**src/rtl/conv_mac_seq_if.sv**
```systemverilog
// conv_mac_seq_if: transaction and result handshake bundle for the convolution MAC
interface conv_mac_seq_if #(
  parameter int N = 8,
  parameter int FIL = 3,
  parameter int ACC_W = 2*N+4
);
  localparam int K = FIL*FIL;
  logic in_valid;
  logic in_ready;
  logic [K*N-1:0] I_in;
  logic [K*N-1:0] F_in;
  logic [ACC_W-1:0] bias;
  logic [1:0] mode;
  logic out_valid;
  logic out_ready;
  logic [N-1:0] c;
  logic [ACC_W-1:0] acc_out;
  logic busy;
  modport master (
    output in_valid, I_in, F_in, bias, mode, out_ready,
    input in_ready, out_valid, c, acc_out, busy
  );
  modport slave (
    input in_valid, I_in, F_in, bias, mode, out_ready,
    output in_ready, out_valid, c, acc_out, busy
  );
endinterface

```
**src/rtl/conv_mac_seq.sv**
```systemverilog
// conv_mac_seq: sequential FILxFIL convolution MAC, LANES taps per beat, wrap/saturate/ReLU output
module conv_mac_seq #(
  parameter int N = 8,
  parameter int FIL = 3,
  parameter int LANES = 1,
  parameter int ACC_W = 2*N+4,
  parameter int SIGNED = 0,
  parameter int SHIFT = 0
) (
  input logic clk,
  input logic rst_n,
  conv_mac_seq_if.slave bus
);
  localparam int K = FIL*FIL;
  localparam int TW = $clog2(K+1);
  localparam bit SG = SIGNED != 0;
  typedef enum logic [1:0] {IDLE, ACC, DONE} state_t;
  state_t state, state_nxt;
  logic [TW-1:0] tap;
  logic [K*N-1:0] img, fil;
  logic [1:0] md;
  logic [ACC_W-1:0] acc, acc_nxt, beat_sum, s, acc_q;
  logic signed [ACC_W-1:0] ss;
  logic [N-1:0] c_q, c_nxt, hi, lo, sat;
  logic last, neg, ovf, unf;
  function automatic logic [ACC_W-1:0] prod(input logic [N-1:0] a, input logic [N-1:0] b);
    logic signed [2*N-1:0] ps;
    logic [2*N-1:0] pu;
    logic signed [ACC_W-1:0] es;
    logic [ACC_W-1:0] eu;
    ps = $signed({{N{a[N-1]}}, a}) * $signed({{N{b[N-1]}}, b});
    pu = {{N{1'b0}}, a} * {{N{1'b0}}, b};
    es = ACC_W'(ps);
    eu = ACC_W'(pu);
    return SG ? es : eu;
  endfunction
  // Sum of this beat's lane products; lanes beyond the last tap add nothing.
  always_comb begin
    beat_sum = '0;
    for (int l = 0; l < LANES; l++)
      if (int'(tap) + l < K) beat_sum = beat_sum + prod(img[(int'(tap)+l)*N +: N], fil[(int'(tap)+l)*N +: N]);
  end
  assign acc_nxt = acc + beat_sum;
  assign last = int'(tap) + LANES >= K;
  // Output stage on the final sum: shift, then wrap, clamp or ReLU-clamp.
  always_comb begin
    ss = $signed(acc_nxt) >>> SHIFT;
    s = SG ? ss : acc_nxt >> SHIFT;
    neg = SG & s[ACC_W-1];
    ovf = SG ? (!neg && |s[ACC_W-1:N-1]) : |s[ACC_W-1:N];
    unf = neg && !(&s[ACC_W-1:N-1]);
    hi = SG ? {1'b0, {(N-1){1'b1}}} : {N{1'b1}};
    lo = SG ? {1'b1, {(N-1){1'b0}}} : {N{1'b0}};
    sat = ovf ? hi : unf ? lo : s[N-1:0];
    c_nxt = md == 2'b00 ? s[N-1:0] : (md == 2'b10 && neg) ? {N{1'b0}} : sat;
  end
  // State register.
  always_ff @(posedge clk or negedge rst_n)
    if (!rst_n) state <= IDLE;
    else state <= state_nxt;
  // Next state: accept in IDLE, finish on the last beat, release on out_ready.
  always_comb begin
    state_nxt = state;
    case (state)
      IDLE: state_nxt = bus.in_valid ? ACC : IDLE;
      ACC: state_nxt = last ? DONE : ACC;
      DONE: state_nxt = bus.out_ready ? IDLE : DONE;
      default: state_nxt = IDLE;
    endcase
  end
  // Datapath: capture the transaction, accumulate beats, register the result.
  always_ff @(posedge clk or negedge rst_n)
    if (!rst_n) begin
      tap <= '0;
      img <= '0;
      fil <= '0;
      md <= '0;
      acc <= '0;
      acc_q <= '0;
      c_q <= '0;
    end else if (state == IDLE && bus.in_valid) begin
      img <= bus.I_in;
      fil <= bus.F_in;
      md <= bus.mode;
      acc <= bus.bias;
      tap <= '0;
    end else if (state == ACC) begin
      acc <= acc_nxt;
      if (last) begin
        acc_q <= acc_nxt;
        c_q <= c_nxt;
      end else tap <= tap + TW'(LANES);
    end
  assign bus.in_ready = state == IDLE;
  assign bus.busy = state != IDLE;
  assign bus.out_valid = state == DONE;
  assign bus.c = c_q;
  assign bus.acc_out = acc_q;
endmodule

```
**src/flat_wrapper.sv**
```systemverilog
// flat-port wrapper written by rule: the top's interface ports become plain ports
module conv_mac_seq_flat 
#(
  parameter int N = 8,
  parameter int FIL = 3,
  parameter int LANES = 1,
  parameter int ACC_W = 2*N+4,
  parameter int SIGNED = 0,
  parameter int SHIFT = 0
)
  (clk, rst_n, bus_in_valid, bus_I_in, bus_F_in, bus_bias, bus_mode, bus_out_ready, bus_in_ready, bus_out_valid, bus_c, bus_acc_out, bus_busy);
  conv_mac_seq_if #(.N(N), .FIL(FIL), .ACC_W(ACC_W)) bus_i ();
  input logic clk;
  input logic rst_n;
  input wire logic [$bits(bus_i.in_valid)-1:0] bus_in_valid;
  input wire logic [$bits(bus_i.I_in)-1:0] bus_I_in;
  input wire logic [$bits(bus_i.F_in)-1:0] bus_F_in;
  input wire logic [$bits(bus_i.bias)-1:0] bus_bias;
  input wire logic [$bits(bus_i.mode)-1:0] bus_mode;
  input wire logic [$bits(bus_i.out_ready)-1:0] bus_out_ready;
  output wire logic [$bits(bus_i.in_ready)-1:0] bus_in_ready;
  output wire logic [$bits(bus_i.out_valid)-1:0] bus_out_valid;
  output wire logic [$bits(bus_i.c)-1:0] bus_c;
  output wire logic [$bits(bus_i.acc_out)-1:0] bus_acc_out;
  output wire logic [$bits(bus_i.busy)-1:0] bus_busy;
  assign bus_i.in_valid = bus_in_valid;
  assign bus_i.I_in = bus_I_in;
  assign bus_i.F_in = bus_F_in;
  assign bus_i.bias = bus_bias;
  assign bus_i.mode = bus_mode;
  assign bus_i.out_ready = bus_out_ready;
  assign bus_in_ready = bus_i.in_ready;
  assign bus_out_valid = bus_i.out_valid;
  assign bus_c = bus_i.c;
  assign bus_acc_out = bus_i.acc_out;
  assign bus_busy = bus_i.busy;
  conv_mac_seq #(.N(N), .FIL(FIL), .LANES(LANES), .ACC_W(ACC_W), .SIGNED(SIGNED), .SHIFT(SHIFT)) u_core (.clk(clk), .rst_n(rst_n), .bus(bus_i));
endmodule
```
**config.mk**
```make
export PLATFORM = sky130hd
export DESIGN_NAME = conv_mac_seq_flat
export DESIGN_NICKNAME = d
export VERILOG_FILES = /design/src/rtl/conv_mac_seq_if.sv /design/src/rtl/conv_mac_seq.sv /design/src/flat_wrapper.sv
export SDC_FILE = /design/constraint.sdc
export NUM_CORES = 1
export LEC_CHECK = 0
export ABC_AREA = 1
export CELL_PAD_IN_SITES_DETAIL_PLACEMENT = 1
export CELL_PAD_IN_SITES_GLOBAL_PLACEMENT = 1
export CORE_ASPECT_RATIO = 1.25
export CORE_MARGIN = 4
export CORE_UTILIZATION = 40
export DETAILED_ROUTE_END_ITERATION = 16
export HOLD_SLACK_MARGIN = 0.15
export PLACE_DENSITY = 0.89
export SETUP_SLACK_MARGIN = 0.4
export SYNTH_ARGS = -nofsm -noshare
export SYNTH_HDL_FRONTEND = slang
export SYNTH_SLANG_ARGS = --single-unit
```
**constraint.sdc**
```tcl
create_clock -name clk -period 8.42 [get_ports clk]
set_input_delay 1.684 -clock clk [delete_from_list [all_inputs] [get_ports clk]]
set_output_delay 1.684 -clock clk [all_outputs]
set_load 0.005 [all_outputs]
```
## After elaboration in Yosys (flattened, before gate mapping)

Index checks and enable logic that the tools add are counted.

- Register bits: 200
- Bits of input ports: 170
- Output and inout bits: 31
- Logic and storage cells: 40

- $add $sub $neg: 3
- Multiply operators: 1
- Magnitude comparators: 2
- Equality and inequality tests: 3
- Shift-type cells: 2
- Multiplexer cells: 12
- Bitwise gates (word level): 1
- Reduce and logical (&&, ||, !) cells: 8

Operators with widths:

| cell | number |
|---|---|
| indexed part select 72 x 8 -> 8 bit | 2 |
| 2-to-1 mux 20 bit | 2 |
| greater-or-equal comparator 32 x 5 -> 1 bit (second input constant) | 1 |
| adder 20 x 16 -> 20 bit | 1 |
| multiplier 8 x 8 -> 16 bit | 1 |
| 2-to-1 mux 16 bit | 1 |
| 2-to-1 mux 8 bit | 2 |
| 2-to-1 mux 4 bit | 3 |
| OR reduction 12 bit | 1 |
| one-hot mux 2 bit (3 select lines) | 1 |
| adder 4 x 1 -> 5 bit (second input constant) | 1 |
| adder 4 x 1 -> 4 bit (second input constant) | 1 |
| logical NOT 2 bit | 2 |
| less-than comparator 4 bit (second input constant) | 1 |
| 2-to-1 mux 2 bit | 2 |
| nonzero test 2 bit | 2 |
| AND reduction 3 bit | 1 |
| == test 2 x 1 -> 1 bit (second input constant) | 1 |
| == test 2 bit (second input constant) | 1 |
| inequality test 2 bit (second input constant) | 1 |
| AND reduction 2 bit | 1 |
| logical AND 1 bit | 1 |
| 2-to-1 mux 1 bit | 1 |
| inverter 1 bit | 1 |

## Logic depth before layout (Yosys ltp)

- Word-level depth: 7
- Mapped depth: 41
- Mapped depth without buffers: 38

## Least setup slack after synthesis

OpenSTA, ideal clock, no wires.

- Kind: register to register
- Start: register u_core.tap[0]
- End: register u_core.c_q[3] (netlist: u_core.bus.c[3])
- Arrival: 6.066 ns
- Setup slack: 2.232 ns
- Cell stages (with the launch flop): 39
- Period minus slack after synthesis: 6.188 ns
- Cells stage by stage: dfrtp_1 -> buf_4 -> clkinv_2 -> buf_2 -> o21ai_0 -> o221ai_1 -> o211ai_1 -> o21ai_1 -> nand2_1 -> fa_1 -> fa_1 -> inv_1 -> fa_1 -> inv_1 -> fa_1 -> inv_1 -> ha_1 -> nor2_1 -> [... 3 more ...] -> nor2_1 -> xor2_1 -> nor2_1 -> ha_1 -> nand2_1 -> inv_1 -> nand2_1 -> inv_1 -> a21oi_1 -> nand2_1 -> nand2_1 -> nand2_1 -> nor2_1 -> nand2_1 -> nor2_2 -> nand2_2 -> nand2_4 -> a21oi_2

- Word-level cells in the longest chain between the ends: 7
- Elaborated cells on any way between the ends: 12
- Classes of those cells: 2 x add/sub; 1 x mul; 2 x order compare; 2 x shift; 3 x mux; 2 x reduce/logical

Ends and longest elaborated chain:

| what | line | source |
|---|---|---|
| from (decl) | conv_mac_seq.sv:19 | `logic [TW-1:0] tap;` |
| from (signal assigned) | conv_mac_seq.sv:92 | `end else tap <= tap + TW'(LANES);` |
| indexed part select 72 x 8 -> 8 bit | conv_mac_seq.sv:41 | `if (int'(tap) + l < K) beat_sum = beat_sum + prod(img[(int'(tap)+l)*N +: N], fil[(int'(tap)+l)*N +: N]);` |
| multiplier 8 x 8 -> 16 bit | conv_mac_seq.sv:32 | `pu = {{N{1'b0}}, a} * {{N{1'b0}}, b};` |
| 2-to-1 mux 16 bit | conv_mac_seq.sv:41 |  |
| adder 20 x 16 -> 20 bit | conv_mac_seq.sv:43 | `assign acc_nxt = acc + beat_sum;` |
| OR reduction 12 bit | conv_mac_seq.sv:50 | `ovf = SG ? (!neg && \|s[ACC_W-1:N-1]) : \|s[ACC_W-1:N];` |
| 2-to-1 mux 8 bit | conv_mac_seq.sv:54 | `sat = ovf ? hi : unf ? lo : s[N-1:0];` |
| 2-to-1 mux 8 bit | conv_mac_seq.sv:55 | `c_nxt = md == 2'b00 ? s[N-1:0] : (md == 2'b10 && neg) ? {N{1'b0}} : sat;` |
| to (signal assigned) | conv_mac_seq.sv:91 | `c_q <= c_nxt;` |
| to (decl) | conv_mac_seq.sv:24 | `logic [N-1:0] c_q, c_nxt, hi, lo, sat;` |

Parallel ways exist; a longest one is shown, timed or not.
A chain may end at the register's enable or synchronous reset.

## Worst setup path after layout

- Start: register u_core.tap[0]
- End: register u_core.c_q[0] (netlist: u_core.bus.c[0])

The elaborated chain is that of the path after synthesis.

==> results <==
-- path summary, 6_finish.rpt --
check                                           from                     endpoint  slack, ps  cells after the start
min                        u_core.fil[9]$_DFFE_PN0P_    u_core.fil[9]$_DFFE_PN0P_        480                      2
max in group asynchronous                      rst_n    u_core.tap[0]$_DFFE_PN0P_       5360                      2
min reg2reg                u_core.fil[9]$_DFFE_PN0P_    u_core.fil[9]$_DFFE_PN0P_        480                      2
max reg2reg                u_core.tap[0]$_DFFE_PN0P_  u_core.bus.c[0]$_DFFE_PN0P_        890                     36
max                        u_core.tap[0]$_DFFE_PN0P_  u_core.bus.c[0]$_DFFE_PN0P_        890                     36
min in group asynchronous                      rst_n   u_core.acc[13]$_DFFE_PN0P_       1340                      1
-- sequential cells by signal (all words and copies together) (netlist names) --
signal,flops
u_core.fil,72
u_core.img,72
u_core.acc,20
u_core.bus.acc_out,20
u_core.bus.c,8
u_core.tap,4
u_core.md,2
u_core.state,2
-- layout by cell type (no fill, tap or decap), drive strengths merged, types with 2 or more instances in the layout --
master         Yosys  routed
dfrtp            200     200
nor3               5       5
nand4              6       6
o2111ai            2       2
nand2            670     670
clkinv             1       7
and2               5       5
xor2               8       8
nand3             40      40
buf               43      10
a21oi             27      27
o211ai            21      21
clkbuf            24      20
fa                37      37
a31oi              3       3
nor2             134     134
xnor2             10      10
o22ai             15      15
o221ai            25      25
or2                3       3
clkdlybuf4s50      0     199
o21ai            117     117
nand3b             2       2
ha                54      54
inv              213     219
-- final cells by class --
type | count | area (um2) | area share (%)
sequential | 200 | 5010 | 32.5
clock buffer | 19 | 443 | 2.88
clock inverter | 13 | 159 | 1.03
tap | 407 | 509 | 3.31
timing repair buffer | 210 | 2080 | 13.5
multi-input combinational | 1189 | 6380 | 41.4
inverter | 214 | 825 | 5.35
-- routing by layer --
| layer | vias up | wire [um] |
|---|---|---|
| met4 | 0 | 2220 |
| met5 | - | 0 |
| met3 | 106 | 1710 |
| met2 | 348 | 23000 |
| met1 | 5821 | 16600 |
| li1 | 5525 | - |
-- worst max-delay path: cells and delay by family, from the launching register on --
| kind | cells | cell delay [ps] |
|---|---|---|
| adders and majority gates | 6 | 2770 |
| and+or+nand+nor | 17 | 2030 |
| AOI/OAI and AO/OA | 5 | 1250 |
| buffers and inverters | 7 | 740 |
| DFF | 1 | 470 |
| xor gates and xnor gates | 1 | 140 |
-- kinds of logic after synthesis --
kind of cell / Yosys count / share of synthesized area, %
flops: 200 / 40.0
compound gates: 214 / 10.7
simple gates: 866 / 27.5
fa+ha+maj: 91 / 11.3
xor+xnor: 18 / 1.32
buf+inv: 281 / 9.15
-- through the flow --
stage	cells	utilization, %
CTS	2252	49.8
global placement	2220	47.9
floorplan	1670	-
detailed placement	2220	47.9
finish	2252	49.9
global route	2252	49.9
==> run summary <==
Outcome = complete, no violations
Worst-path clk slew = 70 ps
Cell row count = 72
Ys Warns = 0
Most frequent cell after synthesis = nand2_1
Initial antenna violation count = 0
DRC Markers = 0
Inserted Clock Buffers = 17
Layout cells sized above 1 = 5.31%
Most Frequent Cell on Critical Path = nand2_1
WHS = 478 ps
Setup repair after global routing missed its margin = no
Pins Over Slew Limit = 0
F_max = 133 MHz
Crit-path max FO = 32
Commonest cells post-synth = 663 x nand2_1, 206 x inv_1, 200 x dfrtp_1, 125 x nor2_1, 89 x o21ai_0
Worst-Margin Slew = 1070 ps
# resized after CTS = 0
Ant diodes = 0
Clk root buf = clkbuf_16
Initial Util = 40.5%
Final nets = 2093
Crit-path max cell delay = 570 ps
CTS max path bufs = 2
Max-cap violation count = 0
DRT iter0 DRCs = 734
Vias = 11800
Syn nets = 1931
Crit path kind = flip-flop to flip-flop
Most Crowded Layer GR = met2
Startpoint types = flip-flop
DP Area = 14800 um2
GP Congestion = 0.997
Global-route met3 utilization = 3.59%
DR vias/cell = 5.24
Setup-failing EPs final = 0
Critical Path RT = 8730 ps
Setup bufs post-CTS = 0
Final ANT Viol Nets = 0
Global Route met1 Usage = 28.4%
Met2 Usage GRT = 48.1%
Hold Path Class = flip-flop to flip-flop
Netlist cell types = 50
CP max stage cell = fa_1
WL final = 43600 um
Mapped Cells = 1670
Total GRT Usage = 25.6%
Die ar. = 34200 um2
Yosys reg bits = 200
Minimum clock period = 7530 ps
Fin Clk Skew = 16.9 ps
Synthesized area = 12500 um2
Height of the die = 206 um
Mean Syn Cell Area = 7.50 um2
Syn-to-layout area delta = 23.0%
Port-buffer cells = 200
Top FF cell, synth = dfrtp_1
CTS tree = done
# hold bufs at CTS = 0
Pre-Repair DR Iteration Count = 6
Core area = 30900 um2
IO Pins = 201
H-tree depth = 4
Die W = 166 um
Clk_lat worst skew = 450 ps
First-pass GRT wire length = 69500 um
Final Cell Area = 15400 um2
Post-DP HPWL = 33300 um
Layout fillers = 3796
Largest net degree at the start of global routing = 123
GR Overflow Total = 0
Synth area leader = dfrtp_1
FFs w/ async S/R, synth = 100%
Register area share after synthesis = 40.0%
Dpl ws = 663 ps
Fin. Hold Viols = 0
Final setup TNS = 0 ps
Vias in the first global route = 12900
Final worst setup slack = 889 ps
Final worst-path cycle share = 89.4%
Number of synthesized flops with an enable pin = 0
Wire per inst = 19.4 um
Post-synth top area share = 40.0%
Worst rel slew slack = 28.6%
Clock sinks = 200
Worst Path Arrival = 7840 ps
CP endpoint kind = flip-flop
Synth top area cells = dfrtp_1 40%, nand2_1 20%, inv_1 6.2%, fa_1 5.9%, ha_1 5.4%
Power of run 1 is not shown: default switching activity piles up to over one toggle a cycle in this logic, so the estimate is an artifact.
